<file path="config.mk">
export PLATFORM = sky130hd
export DESIGN_NAME = audio_i2s_out
export DESIGN_NICKNAME = d
export VERILOG_FILES = /design/src/rtl/audio_i2s_out.sv
export SDC_FILE = /design/constraint.sdc
export NUM_CORES = 1
export LEC_CHECK = 0
export BUFFER_PORTS_ARGS = -buffer_cell sky130_fd_sc_hd__buf_2
export CORE_ASPECT_RATIO = 2
export CORE_UTILIZATION = 35
export CTS_CLUSTER_DIAMETER = 120
export DETAILED_ROUTE_END_ITERATION = 6
export RECOVER_POWER = 100
export SLEW_MARGIN = 10
export SYNTH_ARGS = -nofsm -noshare
export SYNTH_HDL_FRONTEND = slang
export SYNTH_SLANG_ARGS = --single-unit
export TNS_END_PERCENT = 100
</file>
<file path="constraint.sdc">
create_clock -name ppu_vm_clk_p -period 2.35 [get_ports ppu_vm_clk_p]
set_input_delay 0.3525 -clock ppu_vm_clk_p [delete_from_list [all_inputs] [get_ports ppu_vm_clk_p]]
set_output_delay 0.3525 -clock ppu_vm_clk_p [all_outputs]
set_load 0.05 [all_outputs]
</file>
<file path="src/rtl/audio_i2s_out.sv">
// Stereo I2S transmitter: converts unsigned 11-bit mixer levels to signed 16-bit PCM.
// Optional first-order sigma-delta outputs are built only when AUDIO_SDM_EN is defined.
module audio_i2s_out #(
  parameter int BCLK_DIV = 4
) (
  input  logic        ppu_vm_clk_p,
  input  logic        ppu_vm_init_i,
  input  logic [10:0] l_channel_i,
  input  logic [10:0] r_channel_i,
  input  logic        mute_i,
  output logic        sample_stb_o,
  output logic        i2s_bclk_o,
  output logic        i2s_lrck_o,
  output logic        i2s_dat_o,
  output logic        sdm_l_o,
  output logic        sdm_r_o
);

  localparam int DW = (BCLK_DIV > 1) ? $clog2(BCLK_DIV) : 1;

  logic [DW-1:0] d_reg;
  logic          bclk_reg;
  logic [4:0]    b_reg;
  logic [31:0]   shift_reg;
  logic [15:0]   cap_l_reg;
  logic [15:0]   cap_r_reg;
  logic          stb_reg;
  logic          tick;
  logic          fall;

  // Offset-binary to two's complement: mid-scale 1024 maps to zero.
  function automatic logic [15:0] conv(input logic [10:0] x, input logic m);
    return m ? 16'h0000 : ({1'b0, x, 4'b0000} - 16'h4000);
  endfunction

  assign tick = (d_reg == DW'(BCLK_DIV - 1));
  assign fall = tick & bclk_reg;

  always_ff @(posedge ppu_vm_clk_p) begin
    if (ppu_vm_init_i) begin
      d_reg     <= '0;
      bclk_reg  <= 1'b0;
      b_reg     <= '0;
      shift_reg <= '0;
      cap_l_reg <= '0;
      cap_r_reg <= '0;
      stb_reg   <= 1'b0;
    end else begin
      stb_reg <= 1'b0;
      if (tick) begin
        d_reg    <= '0;
        bclk_reg <= ~bclk_reg;
      end else begin
        d_reg <= d_reg + DW'(1);
      end
      if (fall) begin
        b_reg <= b_reg + 5'd1;
        if (b_reg == 5'd31) begin
          // Entering slot 0: latch the next frame; R[0] of this frame still shifts out.
          cap_l_reg <= conv(l_channel_i, mute_i);
          cap_r_reg <= conv(r_channel_i, mute_i);
          stb_reg   <= 1'b1;
          shift_reg <= shift_reg << 1;
        end else if (b_reg == 5'd0) begin
          shift_reg <= {cap_l_reg, cap_r_reg};
        end else begin
          shift_reg <= shift_reg << 1;
        end
      end
    end
  end

  assign sample_stb_o = stb_reg;
  assign i2s_bclk_o   = bclk_reg;
  assign i2s_lrck_o   = b_reg[4];
  assign i2s_dat_o    = shift_reg[31];

`ifdef AUDIO_SDM_EN
  logic [10:0] sdm_in [2];
  logic [1:0]  sdm_bit;

  assign sdm_in[0] = mute_i ? 11'd0 : l_channel_i;
  assign sdm_in[1] = mute_i ? 11'd0 : r_channel_i;

  generate
    for (genvar gi = 0; gi < 2; gi++) begin : g_sdm
      logic [10:0] acc_reg;
      logic        out_reg;
      logic [11:0] sum;

      assign sum = {1'b0, acc_reg} + {1'b0, sdm_in[gi]};

      always_ff @(posedge ppu_vm_clk_p) begin
        if (ppu_vm_init_i) begin
          acc_reg <= '0;
          out_reg <= 1'b0;
        end else begin
          acc_reg <= sum[10:0];
          out_reg <= sum[11];
        end
      end

      assign sdm_bit[gi] = out_reg;
    end
  endgenerate

  assign sdm_l_o = sdm_bit[0];
  assign sdm_r_o = sdm_bit[1];
`else
  assign sdm_l_o = 1'b0;
  assign sdm_r_o = 1'b0;
`endif

endmodule

</file>
==> out/summary.log, run 1 <==
[outcome] outcome completed
[cts] CTS tree yes
[setup_path] classification of the worst setup path reg2reg
[logic_synthesis] ranking of synthesized cells by area dfxtp_1 50%, a22o_1 7.5%, a211oi_1 5.1%
[cts] number of buffers added by the clock tree synthesis step 9
[placement] placed cell area 2550 µm²
[sta] number of failing hold endpoints at the final stage 0
[global_routing] total overflow reported by the global router 0
[placement] total of buffers placed on input and output ports 28
[cts] number of setup buffers added after CTS 0
[layout] filler-free cell count of the finished design 364
[setup_path] arrival time reported for the critical path endpoint 2.31 ns
[logic_synthesis] area fraction of the dominant cell type after synthesis 50.3%
[worst_hold_path] type of the most critical hold path in2reg
[floorplanning] horizontal die dimension 59.9 µm
[power_and_ir_drop] overall power 2.41 mW
[logic_synthesis] synthesized area per cell 9.32 µm²
[placement] setup slack after placement 0.249 ns
[layout] commonest non-fill, non-tap cell in the layout dfxtp_1
[cts] post-cts resize count 0
[flow_run] Max Cap Viol 0
[layout] number of flip-flops under the largest register name 28
[sta] worst slew pin tran 0.731 ns
[global_routing] global-route wire length before repair 9140 µm
[floorplanning] height of the chip 118 µm
[power_and_ir_drop] standby leakage power 1.01 nW
[route] DRT antenna net count 0
[cts] register clock-pin slew on the reported worst setup and hold paths 0.05 ns
[sta] Final Max Slew Viols 0
[layout] fraction of layout instances using a drive strength above 1 18.3%
[floorplanning] number of primary I/O pins 31
[sta] setup ws final 0.240 ns
[floorplanning] number of standard-cell rows in the floorplan 41
[cts] later-pin clock latency in the skew report 0.33 ns
[global_routing] largest net degree at the start of global routing 36
[cts] clock root buffer clkbuf_16
[floorplanning] Die Footprint 7060 µm²
[cts] depth of the CTS H-tree 3
[route] drt first pass iters 4
[global_routing] total global-route track usage 17.5%
[setup_path] Crit. End Element flip-flop
[layout] number of nets in the layout 302
[layout] antenna diode instance count 0
[sta] Slew Limit Headroom 51.2%
[logic_synthesis] Yosys top cell by area dfxtp_1
[route] final routed wire length divided by cell count 14.8 µm
[floorplanning] Std-Cell Core Area 6410 µm²
[sta] Final setup viols 0
[layout] most frequent cells in the layout 59 x dfxtp_1, 27 x nor2_1, 25 x buf_2
[logic_synthesis] synthesis warning total 0
[sta] achievable clock frequency 474 MHz
[setup_path] kind of launch point of the worst setup path flip-flop
[route] routed wire length 5400 µm
[logic_synthesis] netlist area before placement 2350 µm²
[sta] minimum period implied by the final worst setup slack 2.11 ns
[setup_path] reg2reg setup slack 0.24 ns
[layout] Post-Route Utilization 44.1%
[placement] weighted congestion at the end of routability-driven global placement 0.782
[power_and_ir_drop] ratio of total power to cell area 851 nW/µm²
[floorplanning] initial core utilization 36.6%
[route] vias per inst 5.36
[logic_synthesis] register area share after synthesis 50.3%
[layout] Layout Area Growth over Synthesis 20.4%
[global_routing] initial antenna violation count 0
[sta] final hold slack 0.217 ns
[placement] Final HPWL DP 3390 µm
[logic_synthesis] gate count after technology mapping 252
[global_routing] via count of the first global-routing pass 1886
[cts] CTS Sinks 59
[route] Post-route DRC 0
[cts] Post-CTS Hold Fix Bufs 0
[layout] cell area after layout 2830 µm²
[route] count of vias placed by the detailed router 1951
[setup_path] largest fanout on the critical path 27
[sta] Worst Clk Skew 0.00779 ns
[logic_synthesis] #FFs+latches synth 59
[sta] Total Neg Setup Slack 0 ns
[logic_synthesis] Distinct cells, synth 30
[route] Initial DRC Count 43
[sta] post-route fraction of the period consumed by the critical path 89.8%
[cts] maximum clock path buffer count 2
[placement] number of instances in the placed design 348
[sta] setup repair after global routing missed its margin false
[power_and_ir_drop] IR drop worst, VDD 0.558 mV
[setup_path] critical path data required time 2.55 ns
[Yosys cell counts]
master / instances
a22o_1: 20
buf_4: 2
xor2_1: 1
dfxtp_1: 59
o21ai_1: 16
nor2_1: 27
nor4b_2: 1
nand4_1: 1
clkbuf_1: 11
xnor2_1: 2
or3_1: 2
conb_1: 1
buf_2: 9
buf_6: 2
or4b_1: 1
a211oi_1: 16
o211ai_2: 4
a21oi_1: 8
and2_1: 1
a311oi_1: 7
ha_1: 4
buf_1: 3
nand3_1: 10
nor3_1: 2
a31oi_1: 15
o21ai_0: 10
and3_1: 1
inv_1: 3
nor3b_1: 1
nand2_1: 12
[area by class of cell]
type / count / area [µm²]
fillers: 636 / 3580
flip-flops and latches: 59 / 1180
multi-input cells: 164 / 1020
clock buffers: 12 / 256
repair buffers: 36 / 206
well taps: 86 / 108
clock inverters: 4 / 48.8
inverters: 3 / 11.3
[power breakdown]
part           internal, mW  total [mW]  switching, mW
registers              1.01        1.02        0.00620
logic                0.0286      0.0785         0.0499
clock network         0.874        1.31          0.436
total                  1.91        2.41          0.492
[final timing paths]
path | start | end | cells past startpoint
worst max-delay path | b_reg[0] | shift_reg[5] | 7
worst min-delay path | r_channel_i[10] | cap_r_reg[14] | 2
worst max register to register | b_reg[0] | shift_reg[5] | 7
worst min register to register | d_reg[0] | d_reg[0] | 1
[routing by layer]
metal,part of all wire [%],up-vias,global-route usage [%],wire (µm)
met4,2.3,0,9.30,122
met2,52,28,26.2,2790
met3,3.0,11,5.60,160
met1,43,945,21.6,2330
met5,0,-,0,0
li1,-,967,-,-
[cell families (layout without fill, tap and decap cells)]
group / count (synthesis) / in the layout / synth area share, %
compound gates: 96 / 96 / 28.6
flops: 59 / 59 / 50.3
simple gates: 59 / 59 / 11.5
buf+inv: 30 / 55 / 6.23
fa+ha+maj: 4 / 4 / 2.13
xor+xnor: 3 / 3 / 1.12
other cells: 1 / 2 / 0.160
[worst max-delay path: stages, from the launching register on]
cell      delay (ns)
dfxtp_1         0.34
ha_1            0.21
and3_1          0.18
ha_1            0.23
or4b_1          0.47
buf_4           0.23
o21ai_0         0.20
a311oi_1        0.12
Note: power is estimated with default switching activity, not from simulation.
==> run 2, diff against run 1 <==
--- a/config.mk
+++ b/config.mk
@@ -10,6 +10,7 @@
 export CORE_UTILIZATION = 35
 export CTS_CLUSTER_DIAMETER = 120
 export DETAILED_ROUTE_END_ITERATION = 6
+export PLACE_DENSITY = 0.64
 export RECOVER_POWER = 100
 export SLEW_MARGIN = 10
 export SYNTH_ARGS = -nofsm -noshare
==> run 2 against run 1 <==
Against the previous run:
- wire length decreased by 3.8%
- die area did not move
- critical path depth unchanged
- utilization rose by 0.49 points
- combinational power barely moved
- setup slack got worse by 0.0081 ns
- flip-flop and latch count unchanged
- global-route usage decreased by 0.49 points
- register-to-register slack is essentially flat
- maximum frequency decreased by 0.38%
- critical path type unchanged
==> out/summary.log, run 2 (synthesized netlist as in run 1, its figures left out) <==
[setup_path] classification of the worst setup path reg2reg
[global_routing] initial antenna violation count 0
[power_and_ir_drop] overall power 2.51 mW
[sta] number of failing hold endpoints at the final stage 0
[route] DRT antenna net count 0
[layout] Layout Area Growth over Synthesis 21.7%
[setup_path] arrival time reported for the critical path endpoint 2.28 ns
[power_and_ir_drop] sw frac 19.5%
[layout] fraction of layout instances using a drive strength above 1 19.0%
[route] vias per inst 5.30
[sta] post-route fraction of the period consumed by the critical path 90.1%
[sta] Worst Clk Skew 0.00541 ns
[floorplanning] initial core utilization 36.6%
[setup_path] maximum cell stage delay along the critical path 0.47 ns
[power_and_ir_drop] Internal 2.02 mW
[route] Post-route DRC 0
[route] final routed wire length divided by cell count 14.2 µm
[cts] clock root buffer clkbuf_16
[cts] number of setup buffers added after CTS 0
[route] drt first pass iters 4
[power_and_ir_drop] IR drop worst, VDD 0.444 mV
[power_and_ir_drop] part of the total power dissipated in sequential elements 40.6%
[power_and_ir_drop] portion of total power attributed to combinational logic 3.1%
[power_and_ir_drop] ratio of total power to cell area 876 nW/µm²
[setup_path] Crit. End Element flip-flop
[power_and_ir_drop] switching power 488 µW
[worst_hold_path] hold path start l_channel_i[10]
[route] count of vias placed by the detailed router 1936
[layout] number of flip-flops under the largest register name 28
[cts] CTS Sinks 59
[flow_run] Max Cap Viol 0
[cts] maximum clock path buffer count 2
[cts] CTS tree yes
[sta] setup repair after global routing missed its margin false
[floorplanning] Die Footprint 7060 µm²
[worst_hold_path] instance count along the most critical hold path 2
[setup_path] reg-to-reg startpoint b_reg[0]
[cts] number of buffers added by the clock tree synthesis step 9
[setup_path] kind of launch point of the worst setup path flip-flop
[cts] later-pin clock latency in the skew report 0.32 ns
[sta] achievable clock frequency 472 MHz
[floorplanning] number of primary I/O pins 31
[sta] final hold slack 0.223 ns
[setup_path] critical path data required time 2.52 ns
[power_and_ir_drop] standby leakage power 1.03 nW
[route] routed wire length 5200 µm
[sta] Final setup viols 0
[setup_path] slowest stage cell on the critical path or4b_1
[placement] Final HPWL DP 3310 µm
[layout] antenna diode instance count 0
[floorplanning] number of standard-cell rows in the floorplan 41
[placement] total of buffers placed on input and output ports 28
[global_routing] via count of the first global-routing pass 1945
[placement] number of instances in the placed design 349
[global_routing] largest net degree at the start of global routing 40
[route] Initial DRC Count 33
[cts] register clock-pin slew on the reported worst setup and hold paths 0.05 ns
[layout] most frequent cells in the layout 59 x dfxtp_1, 27 x nor2_1, 25 x o21ai_0, 25 x buf_2, 20 x a22o_1
[global_routing] total global-route track usage 17.0%
[sta] minimum period implied by the final worst setup slack 2.12 ns
[sta] Final Max Slew Viols 0
[global_routing] total overflow reported by the global router 0
[setup_path] end of the worst register-to-register path shift_reg[5]
[layout] filler-free cell count of the finished design 365
[power_and_ir_drop] part of the total power dissipated in the clock network 56.3%
[global_routing] global-route wire length before repair 8970 µm
[placement] weighted congestion at the end of routability-driven global placement 0.746
[setup_path] largest fanout on the critical path 27
[cts] depth of the CTS H-tree 3
[layout] commonest non-fill, non-tap cell in the layout dfxtp_1
[setup_path] chain of cells forming the critical path ha_1, and3_1, ha_1, or4b_1, buf_4, o21ai_0, a311oi_1
[worst_hold_path] type of the most critical hold path in2reg
[outcome] outcome completed
[sta] worst slew pin tran 0.595 ns
[setup_path] cell mode on critical path ha_1
[setup_path] reg2reg setup slack 0.23 ns
[sta] Slew Limit Headroom 60.5%
[layout] number of nets in the layout 303
[sta] Total Neg Setup Slack 0 ns
[floorplanning] height of the chip 118 µm
[floorplanning] Std-Cell Core Area 6410 µm²
[setup_path] number of cells traversed by the worst register-to-register path 7
[floorplanning] horizontal die dimension 59.9 µm
[worst_hold_path] Hold Crit Endpoint cap_l_reg[14]
[layout] Fill cells 624
[run 2: changes by cell type in the layout (fill, tap and decap cells not counted), sizes merged]
cell,delta
clkbuf,+1
bufinv,+1
buf,-1
[run 2: what timing repair did]
action                                  in CTS  in global routing
endpoints found under the setup margin       0                 12
resized for setup                            0                  1
hold buffers                                 0                  0
[run 2: critical path: cells and delay by family, from the launching register on]
kind | cells | cell delay (ns)
AND/OR/NAND/NOR | 2 | 0.65
adder cells (fa/ha/maj) | 2 | 0.44
flip-flops | 1 | 0.34
AO/OA/AOI/OAI | 2 | 0.30
buffers and inverters | 1 | 0.23
[run 2: final cells by class]
cell class              instances  area (µm²)  area share [%]
well taps                      86         108            3.76
multi-input cells             164        1020            35.8
repair buffers                 37         209            7.31
clock buffers                  11         253            8.84
inverters                       3        11.3           0.394
flip-flops and latches         59        1180            41.3
clock inverters                 5        75.1            2.63
[run 2: power by group through the flow]
stage               Sequential (mW)  Combinational [mW]  Clock [mW]
floorplan                      1.04              0.0440           0
global placement               1.04              0.0785           0
CTS                            1.02              0.0788        1.43
detailed placement             1.04              0.0788           0
finish                         1.02              0.0783        1.41
global route                   1.02              0.0869        1.47
[run 2: layer usage]
metal  routed length (µm)  up-vias  GRT usage [%]  share of wire (%)
met5                    0        -              0                  0
li1                     -      966              -                  -
met3                  188       12           5.27                3.6
met1                 2130      923           18.6                 41
met4                  129        0           8.87                2.5
met2                 2750       35           28.1                 53
[run 2: how the worst max path moves through the flow]
stage | start | to | slack, ns | cells past startpoint
after global routing | b_reg[0] | cap_l_reg[11] | 0.05 | 7
final | b_reg[0] | shift_reg[5] | 0.23 | 7
after CTS | b_reg[0] | cap_l_reg[11] | 0.14 | 7
after floorplan | b_reg[0] | shift_reg[16] | 0.38 | 8
after detailed placement | b_reg[0] | cap_l_reg[11] | 0.16 | 7
after global placement | b_reg[0] | cap_r_reg[12] | 0.22 | 7
[run 2: through the flow]
step	setup WS, ns	instance area, µm²	utilization [%]
floorplan	0.377	2350	-
global placement	0.217	2560	39.9
detailed placement	0.160	2560	39.9
CTS	0.143	2880	45.0
global route	0.0462	2860	44.6
finish	0.232	2860	44.6
==> run 3, diff against run 2 <==
--- a/config.mk
+++ b/config.mk
@@ -11,7 +11,6 @@
 export CTS_CLUSTER_DIAMETER = 120
 export DETAILED_ROUTE_END_ITERATION = 6
 export PLACE_DENSITY = 0.64
-export RECOVER_POWER = 100
 export SLEW_MARGIN = 10
 export SYNTH_ARGS = -nofsm -noshare
 export SYNTH_HDL_FRONTEND = slang
==> run 3 against run 2 <==
Against the previous run:
- clock skew hardly changed
- total power is 0.11% higher
- utilization grew 0.49 points
- sequential power barely moved
- largest power group unchanged
==> out/summary.log, run 3 (synthesized netlist as in run 1, its figures left out) <==
[power_and_ir_drop] standby leakage power 1.08 nW
[sta] minimum period implied by the final worst setup slack 2.13 ns
[global_routing] total overflow reported by the global router 0
[sta] Total Neg Setup Slack 0 ns
[route] routed wire length 5250 µm
[setup_path] chain of cells forming the critical path ha_1, and3_1, ha_1, or4b_1, buf_4, o21ai_0, a311oi_1
[setup_path] number of cells traversed by the worst register-to-register path 7
[sta] setup repair after global routing missed its margin false
[setup_path] kind of launch point of the worst setup path flip-flop
[flow_run] Max Cap Viol 0
[global_routing] largest net degree at the start of global routing 40
[worst_hold_path] type of the most critical hold path in2reg
[floorplanning] height of the chip 118 µm
[sta] post-route fraction of the period consumed by the critical path 90.7%
[sta] Final Max Slew Viols 0
[cts] later-pin clock latency in the skew report 0.32 ns
[layout] number of flip-flops under the largest register name 28
[layout] cell area after layout 2890 µm²
[layout] fraction of layout instances using a drive strength above 1 21.5%
[route] Initial DRC Count 43
[global_routing] via count of the first global-routing pass 1945
[setup_path] classification of the worst setup path reg2reg
[floorplanning] horizontal die dimension 59.9 µm
[outcome] outcome completed
[setup_path] maximum cell stage delay along the critical path 0.47 ns
[floorplanning] initial core utilization 36.6%
[cts] register clock-pin slew on the reported worst setup and hold paths 0.05 ns
[placement] Final HPWL DP 3310 µm
[route] DRT antenna net count 0
[placement] setup slack after placement 0.160 ns
[setup_path] critical path data required time 2.54 ns
[route] Post-route DRC 0
[worst_hold_path] instance count along the most critical hold path 2
[layout] most frequent cells in the layout 59 x dfxtp_1, 28 x buf_2, 27 x nor2_1
[global_routing] total global-route track usage 17.0%
[cts] number of buffers added by the clock tree synthesis step 9
[layout] Fill cells 619
[floorplanning] Die Footprint 7060 µm²
[cts] CTS tree yes
[cts] number of setup buffers added after CTS 0
[cts] maximum clock path buffer count 2
[setup_path] Crit. End Element flip-flop
[power_and_ir_drop] ratio of total power to cell area 868 nW/µm²
[route] count of vias placed by the detailed router 1927
[sta] achievable clock frequency 469 MHz
[power_and_ir_drop] overall power 2.51 mW
[placement] placed cell area 2560 µm²
[floorplanning] number of primary I/O pins 31
[setup_path] arrival time reported for the critical path endpoint 2.32 ns
[setup_path] largest fanout on the critical path 27
[sta] Worst Clk Skew 0.00529 ns
[placement] weighted congestion at the end of routability-driven global placement 0.746
[cts] clock root buffer clkbuf_16
[placement] total of buffers placed on input and output ports 28
[sta] number of failing hold endpoints at the final stage 0
[setup_path] slowest stage cell on the critical path or4b_1
[route] vias per inst 5.28
[cts] depth of the CTS H-tree 3
[power_and_ir_drop] IR drop worst, VDD 0.447 mV
[cts] CTS Sinks 59
[layout] number of nets in the layout 303
[route] drt first pass iters 4
[layout] commonest non-fill, non-tap cell in the layout dfxtp_1
[global_routing] initial antenna violation count 0
[layout] antenna diode instance count 0
[floorplanning] number of standard-cell rows in the floorplan 41
[sta] Final setup viols 0
[sta] setup ws final 0.218 ns
[floorplanning] Std-Cell Core Area 6410 µm²
[global_routing] global-route wire length before repair 8970 µm
[route] final routed wire length divided by cell count 14.4 µm
[layout] Layout Area Growth over Synthesis 23.1%
[setup_path] cell mode on critical path ha_1
## run 3: changes by cell type in the layout (fill, tap and decap cells not counted), moves of 4 or more
cell / delta
o211ai_1: -4
o211ai_2: +4
o21ai_0: -15
o21ai_1: +15
## run 3: repair_timing
| action | 4_1_cts | 5_1_grt |
|---|---|---|
| endpoints found under the setup margin | 0 | 12 |
| resized for setup | 0 | 1 |
| hold buffers | 0 | 0 |
## run 3: area by class of cell
class	instances	area (µm²)	area share (%)
clock buffers	11	253	8.74
clock inverters	5	75.1	2.60
inverters	3	11.3	0.390
multi-input cells	164	1040	36.1
flip-flops and latches	59	1180	40.9
well taps	86	108	3.72
repair buffers	37	220	7.62
## run 3: routing by layer
layer	vias to the layer above	track usage, %	routed length [µm]
li1	965	-	-
met1	916	18.6	2200
met2	34	28.1	2750
met3	12	5.27	159
met4	0	8.87	129
met5	-	0	0
## run 3: worst max-delay path, delay by kind of cell (launching register included)
| kind | cells | cell delay [ns] |
|---|---|---|
| DFF | 1 | 0.34 |
| buffers and inverters | 1 | 0.25 |
| AOI/OAI and AO/OA | 2 | 0.32 |
| and+or+nand+nor | 2 | 0.65 |
| adders and majority gates | 2 | 0.44 |
## run 3: worst paths after layout
check                  endpoint  slack, ns             from
setup / recovery   shift_reg[7]       0.22         b_reg[0]
hold / removal    cap_l_reg[14]       0.22  l_channel_i[10]
setup reg to reg   shift_reg[7]       0.22         b_reg[0]
hold reg to reg        d_reg[0]       0.42         d_reg[0]
## run 3: power breakdown
group          switching (mW)  total, mW  internal (mW)
combinational          0.0501     0.0791         0.0289
clock                   0.434       1.41          0.978
sequential            0.00610       1.02           1.01
## run 3: stage by stage
stage	instances	utilization (%)	hold slack [ns]
after floorplan	253	-	0.404
after global placement	349	39.9	0.415
after detailed placement	349	39.9	0.416
after CTS	365	45.0	0.218
after global routing	365	45.1	0.231
final	365	45.1	0.222
